File: src/rtl/router_rr_drain_pkg.sv
// router_rr_drain_pkg: shared encodings and header-field constants for the round-robin FIFO drain block
package router_rr_drain_pkg;

  localparam int NUM_CHAN = 3;

  // Packet header layout: LEN payload-byte count lives in header[5:2]
  localparam int LEN_MSB = 5;
  localparam int LEN_LSB = 2;
  localparam int LEN_W   = LEN_MSB - LEN_LSB + 1;

  typedef enum logic {
    ST_IDLE = 1'b0,
    ST_XFER = 1'b1
  } state_t;

  // Channel index modulo the channel count, used for wrap-around round-robin search
  function automatic logic [1:0] chan_wrap(input int idx);
    return 2'(idx % NUM_CHAN);
  endfunction

endpackage

File: src/rtl/router_rr_drain_pick3.sv
// rr_pick3: combinational 3-way round-robin picker, searching from the channel after last_grant
module rr_pick3
  import router_rr_drain_pkg::*;
(
  input  logic [2:0] req,
  input  logic [1:0] last_grant,
  output logic [1:0] grant,
  output logic       any
);

  // Walk the channels starting just after the previous winner and take the first requester
  always_comb begin
    grant = 2'd0;
    any   = 1'b0;
    for (int i = 1; i <= NUM_CHAN; i++) begin
      if (!any && req[chan_wrap(int'(last_grant) + i)]) begin
        grant = chan_wrap(int'(last_grant) + i);
        any   = 1'b1;
      end
    end
  end

endmodule

File: src/rtl/router_rr_drain.sv
// router_rr_drain: drains three router FIFOs packet-by-packet onto one registered valid/ready byte
// stream, with round-robin packet grants and a starvation timeout that abandons a stuck packet
module router_rr_drain
  import router_rr_drain_pkg::*;
#(
  parameter int TIMEOUT_CYC = 16
) (
  input  logic       clk,
  input  logic       rst_n,
  input  logic [2:0] chan_en,
  input  logic [2:0] vldout,
  input  logic [7:0] data_out_0,
  input  logic [7:0] data_out_1,
  input  logic [7:0] data_out_2,
  output logic [2:0] read_enb,
  output logic [7:0] out_data,
  output logic       out_valid,
  input  logic       out_ready,
  output logic [1:0] out_chan,
  output logic       out_last,
  output logic       timeout_err
);

  localparam int            SW           = $clog2(TIMEOUT_CYC + 1);
  localparam logic [SW-1:0] STARVE_LIMIT = SW'(TIMEOUT_CYC);

  state_t           state;
  state_t           state_next;
  logic [1:0]       gnt;
  logic [1:0]       last_grant;
  logic [1:0]       pick_grant;
  logic             pick_any;
  logic [2:0]       req_mask;
  logic             hdr_done;
  logic [LEN_W-1:0] remaining;
  logic [SW-1:0]    starve_cnt;
  logic [SW-1:0]    starve_next;
  logic [7:0]       head;
  logic             vld_g;
  logic             slot_free;
  logic             pop;
  logic             pop_last;
  logic             starve_hit;

  assign req_mask = vldout & chan_en;

  rr_pick3 u_pick (
    .req        (req_mask),
    .last_grant (last_grant),
    .grant      (pick_grant),
    .any        (pick_any)
  );

  // Pop strobes are held off while reset is low so a mid-packet reset loses no FIFO data
  assign read_enb = (pop && rst_n) ? 3'(3'b001 << gnt) : 3'b000;

  // Next-state and pop decisions: pop when the granted FIFO has data and the output slot can take it
  always_comb begin
    state_next  = state;
    head        = data_out_0;
    vld_g       = 1'b0;
    slot_free   = !out_valid || out_ready;
    pop         = 1'b0;
    pop_last    = 1'b0;
    starve_hit  = 1'b0;
    starve_next = starve_cnt;
    case (gnt)
      2'd0: begin
        head  = data_out_0;
        vld_g = vldout[0];
      end
      2'd1: begin
        head  = data_out_1;
        vld_g = vldout[1];
      end
      2'd2: begin
        head  = data_out_2;
        vld_g = vldout[2];
      end
      default: begin
        head  = data_out_0;
        vld_g = 1'b0;
      end
    endcase
    case (state)
      ST_IDLE: begin
        if (pick_any) begin
          state_next = ST_XFER;
        end
      end
      ST_XFER: begin
        if (vld_g && slot_free) begin
          pop         = 1'b1;
          pop_last    = hdr_done ? (remaining == LEN_W'(1))
                                 : (head[LEN_MSB:LEN_LSB] == '0);
          starve_next = '0;
          if (pop_last) begin
            state_next = ST_IDLE;
          end
        end else if (!vld_g) begin
          starve_next = starve_cnt + SW'(1);
          if (starve_next == STARVE_LIMIT) begin
            starve_hit = 1'b1;
            state_next = ST_IDLE;
          end
        end
      end
      default: state_next = ST_IDLE;
    endcase
  end

  // State register plus grant bookkeeping; last_grant only moves when a packet ends or is abandoned
  always_ff @(posedge clk) begin
    if (!rst_n) begin
      state      <= ST_IDLE;
      gnt        <= 2'd0;
      last_grant <= 2'd2;
    end else begin
      state <= state_next;
      if (state == ST_IDLE && pick_any) begin
        gnt <= pick_grant;
      end
      if (pop_last || starve_hit) begin
        last_grant <= gnt;
      end
    end
  end

  // Packet progress: header pop loads the payload count, payload pops count it down, idle clears all
  always_ff @(posedge clk) begin
    if (!rst_n) begin
      hdr_done   <= 1'b0;
      remaining  <= '0;
      starve_cnt <= '0;
    end else if (state == ST_IDLE) begin
      hdr_done   <= 1'b0;
      remaining  <= '0;
      starve_cnt <= '0;
    end else begin
      starve_cnt <= starve_hit ? '0 : starve_next;
      if (pop) begin
        if (!hdr_done) begin
          hdr_done  <= 1'b1;
          remaining <= head[LEN_MSB:LEN_LSB];
        end else begin
          remaining <= remaining - LEN_W'(1);
        end
      end
    end
  end

  // Output slot: a popped byte lands here one cycle later and stays until the consumer takes it
  always_ff @(posedge clk) begin
    if (!rst_n) begin
      out_data    <= 8'h00;
      out_valid   <= 1'b0;
      out_chan    <= 2'd0;
      out_last    <= 1'b0;
      timeout_err <= 1'b0;
    end else begin
      timeout_err <= starve_hit;
      if (pop) begin
        out_data  <= head;
        out_chan  <= gnt;
        out_last  <= pop_last;
        out_valid <= 1'b1;
      end else if (out_ready) begin
        out_valid <= 1'b0;
        out_last  <= 1'b0;
      end
    end
  end

endmodule

File: config.mk
export PLATFORM = sky130hd
export DESIGN_NAME = router_rr_drain
export DESIGN_NICKNAME = d
export VERILOG_FILES = /design/src/rtl/router_rr_drain_pkg.sv /design/src/rtl/router_rr_drain_pick3.sv /design/src/rtl/router_rr_drain.sv
export SDC_FILE = /design/constraint.sdc
export NUM_CORES = 1
export LEC_CHECK = 0
export CAP_MARGIN = 20
export CORE_MARGIN = 5
export CORE_UTILIZATION = 50
export DETAILED_ROUTE_END_ITERATION = 10
export HOLD_SLACK_MARGIN = 0.12
export PLACE_DENSITY = 0.85
export SLEW_MARGIN = 25
export SYNTH_ARGS = -nofsm -noshare
export SYNTH_HDL_FRONTEND = slang
export SYNTH_SLANG_ARGS = --single-unit
File: constraint.sdc
create_clock -name clk -period 6.83 [get_ports clk]
set_input_delay 1.366 -clock clk [delete_from_list [all_inputs] [get_ports clk]]
set_output_delay 1.366 -clock clk [all_outputs]
set_load 0.02 [all_outputs]
==> results.json <==
{
  "relSlewSlack": 0.529,
  "synth_seq_cells": 28,
  "fmaxAchievable_mhz": 202,
  "synthTopCellsByArea": "dfxtp_1, ha_1, nand2_1, a21oi_1, nor2_1",
  "fillers": 256,
  "grt_use_total": 0.183,
  "start_util": 0.523,
  "end_kind": "output port",
  "htreeDepth": 1,
  "min_period_ns": 4.96,
  "drtIter0Drc": 85,
  "grt_pass1_wl_mm": 6.44,
  "synth_area_leader_cell": "dfxtp_1",
  "outcome": "finished clean",
  "fp.dieH_um": 66.7,
  "antenna_found_initial": 0,
  "startpoint_type": "input pin",
  "cts_setup_buffers": 0,
  "crit_type": "input pin to output port",
  "rsz0062_at_grt": "no",
  "finalCritPeriodShare": 0.726,
  "synth_nets": 242,
  "ys.warnings.count": 0,
  "synthesis.area_um2": 1610,
  "cts_tree": "built",
  "core_area_um2": 3080,
  "clock-sinks": 28,
  "postCtsHoldBufs": 0,
  "setup_viol": 0,
  "ir_drop_v": 0.0000894,
  "die_w_um": 66.7,
  "cts_inserted_buffers": 3,
  "max-cap-violations": 0,
  "synthArstFlopShare": 0,
  "n_antenna_cell": 0,
  "crit_arrival_ns": 3.59,
  "avgSynthCellArea_um2": 8.09,
  "ys_types": 46,
  "wire_per_inst_um": 13.6,
  "seq_area_frac_synth": 0.348,
  "cts.clk_slew.worst_paths_ns": 0.16,
  "rows": 20,
  "yosysMostFrequentCell": "nand2_1",
  "finalWeightedCongestion": 0.806,
  "die_area_um2": 4450,
  "vias": 1525,
  "dominantRegCellSynth": "dfxtp_1",
  "drt_wl_total_mm": 3.87,
  "synth_edf_count": 0,
  "worst_skew_pair.late_latency_ns": 0.34,
  "dpl.hpwl_mm": 2.95,
  "drcViolationCount": 0,
  "cp_max_fo": 15,
  "port_buffers": 48,
  "synth_cells": 199,
  "p_leak_nw": 0.783,
  "final_nets": 284,
  "grt_pass1_vias": 1462,
  "tightestPinTransition_ns": 0.707,
  "overflow": 0,
  "cts_resized": 0,
  "ios": 49,
  "powerDensity_nw_per_um2": 180,
  "drt_first_pass_iters": 5,
  "drive_gt1_frac": 0.0417,
  "synth_commonest_cells": "nand2_1, dfxtp_1, nor2_1, a21oi_1, ha_1",
  "clockBufferDepth": 2,
  "clock-root-buffer": "clkbuf_4",
  "hold_path_class": "flop to flop",
  "finalSetupTns_ns": 0,
  "antenna_left": 0,
  "fin_cells": 284,
  "via_per_inst": 5.37,
  "syn_to_final_growth_pct": 33.6,
  "place_inst": 280,
  "skew_ns": 0.0125,
  "drv_slew": 0,
  "yosysTopAreaCellShare": 0.348,
  "cp.required_ns": 5.46,
  "grt_start_max_net_pins": 24,
  "finalHoldViolCount": 0
}
## layout make-up
class                   count  area, µm²  area share
clock buffers               3       22.5      0.0105
clock inverters             1       30.0      0.0140
inverters                   9       33.8      0.0157
multi-input cells         150        960       0.446
flip-flops and latches     28        561       0.261
well taps                  44       55.1      0.0256
repair buffers             49        488       0.227
## critical path, cell delays in order
cell	delay [ns]
clkdlybuf4s50_1	0.42
a222oi_1	0.49
or2_1	0.31
nor3_2	0.07
buf_4	0.19
and3_1	0.20
clkdlybuf4s50_1	0.53
## worst paths after layout
kind	from	endpoint	slack [ns]	depth (start not counted)
max	vldout[0]	read_enb[0]	1.87	7
max reg2reg	gnt[0]$_SDFFE_PN0P_	state$_SDFF_PN0_	4.21	7
min reg2reg	out_data[6]$_SDFFE_PN0P_	out_data[6]$_SDFFE_PN0P_	0.47	2
min	out_data[6]$_SDFFE_PN0P_	out_data[6]$_SDFFE_PN0P_	0.47	2
## power by group
group	total (W)	switching (W)	internal [W]
combinational	0.0000968	0.0000495	0.0000473
sequential	0.000180	0.00000784	0.000172
clock	0.000111	0.0000514	0.0000594
## state kept, by name, summed over array words and instances (netlist names)
| signal | flops |
|---|---|
| out_chan | 2 |
| remaining | 4 |
| out_valid | 1 |
| last_grant | 2 |
| out_last | 1 |
| state | 1 |
| hdr_done | 1 |
| starve_cnt | 5 |
| gnt | 2 |
| timeout_err | 1 |
| out_data | 8 |
## metrics by stage
| step | hold WS, ns | area (µm²) | setup slack (ns) | total power [W] | utilization |
|---|---|---|---|---|---|
| after floorplan | 0.455 | 1610 | 2.88 | 0.000240 | - |
| after global placement | 0.441 | 2100 | 1.95 | 0.000279 | 0.681 |
| after detailed placement | 0.447 | 2100 | 1.90 | 0.000279 | 0.681 |
| after CTS | 0.466 | 2150 | 1.89 | 0.000388 | 0.698 |
| after global routing | 0.482 | 2150 | 1.70 | 0.000406 | 0.698 |
| final | 0.468 | 2150 | 1.87 | 0.000387 | 0.698 |
## cell usage in the layout, fill, tap and decap left out, types with 3 or more instances in the layout
cell type and instances:
xnor2_1 4, a21oi_1 18, a22oi_1 5, dfxtp_1 28
ha_1 10, o21ai_1 3, mux2i_1 6, nand2_1 30
o211ai_1 5, nand3_1 5, nor2_1 19, inv_1 7
clkbuf_4 3, nor3_1 5, and3_1 3, clkdlybuf4s50_1 48
a22o_1 3
## cells by family after synthesis
kind of cell,Yosys count,share of synthesized area
AO/OA/AOI/OAI,53,0.227
XOR/XNOR,6,0.0327
adder cells (fa/ha/maj),12,0.0910
buffers and inverters,21,0.0552
flip-flops,28,0.348
multiplexers,6,0.0373
AND/OR/NAND/NOR,73,0.208
## layer usage
layer,vias to the layer above,part of all wire,GRT usage
met3,8,0.039,0.0287
met2,31,0.49,0.304
met4,0,0.020,0.0711
met1,693,0.45,0.235
li1,793,-,-
met5,-,0,0
(Power assumes the default switching activity.)
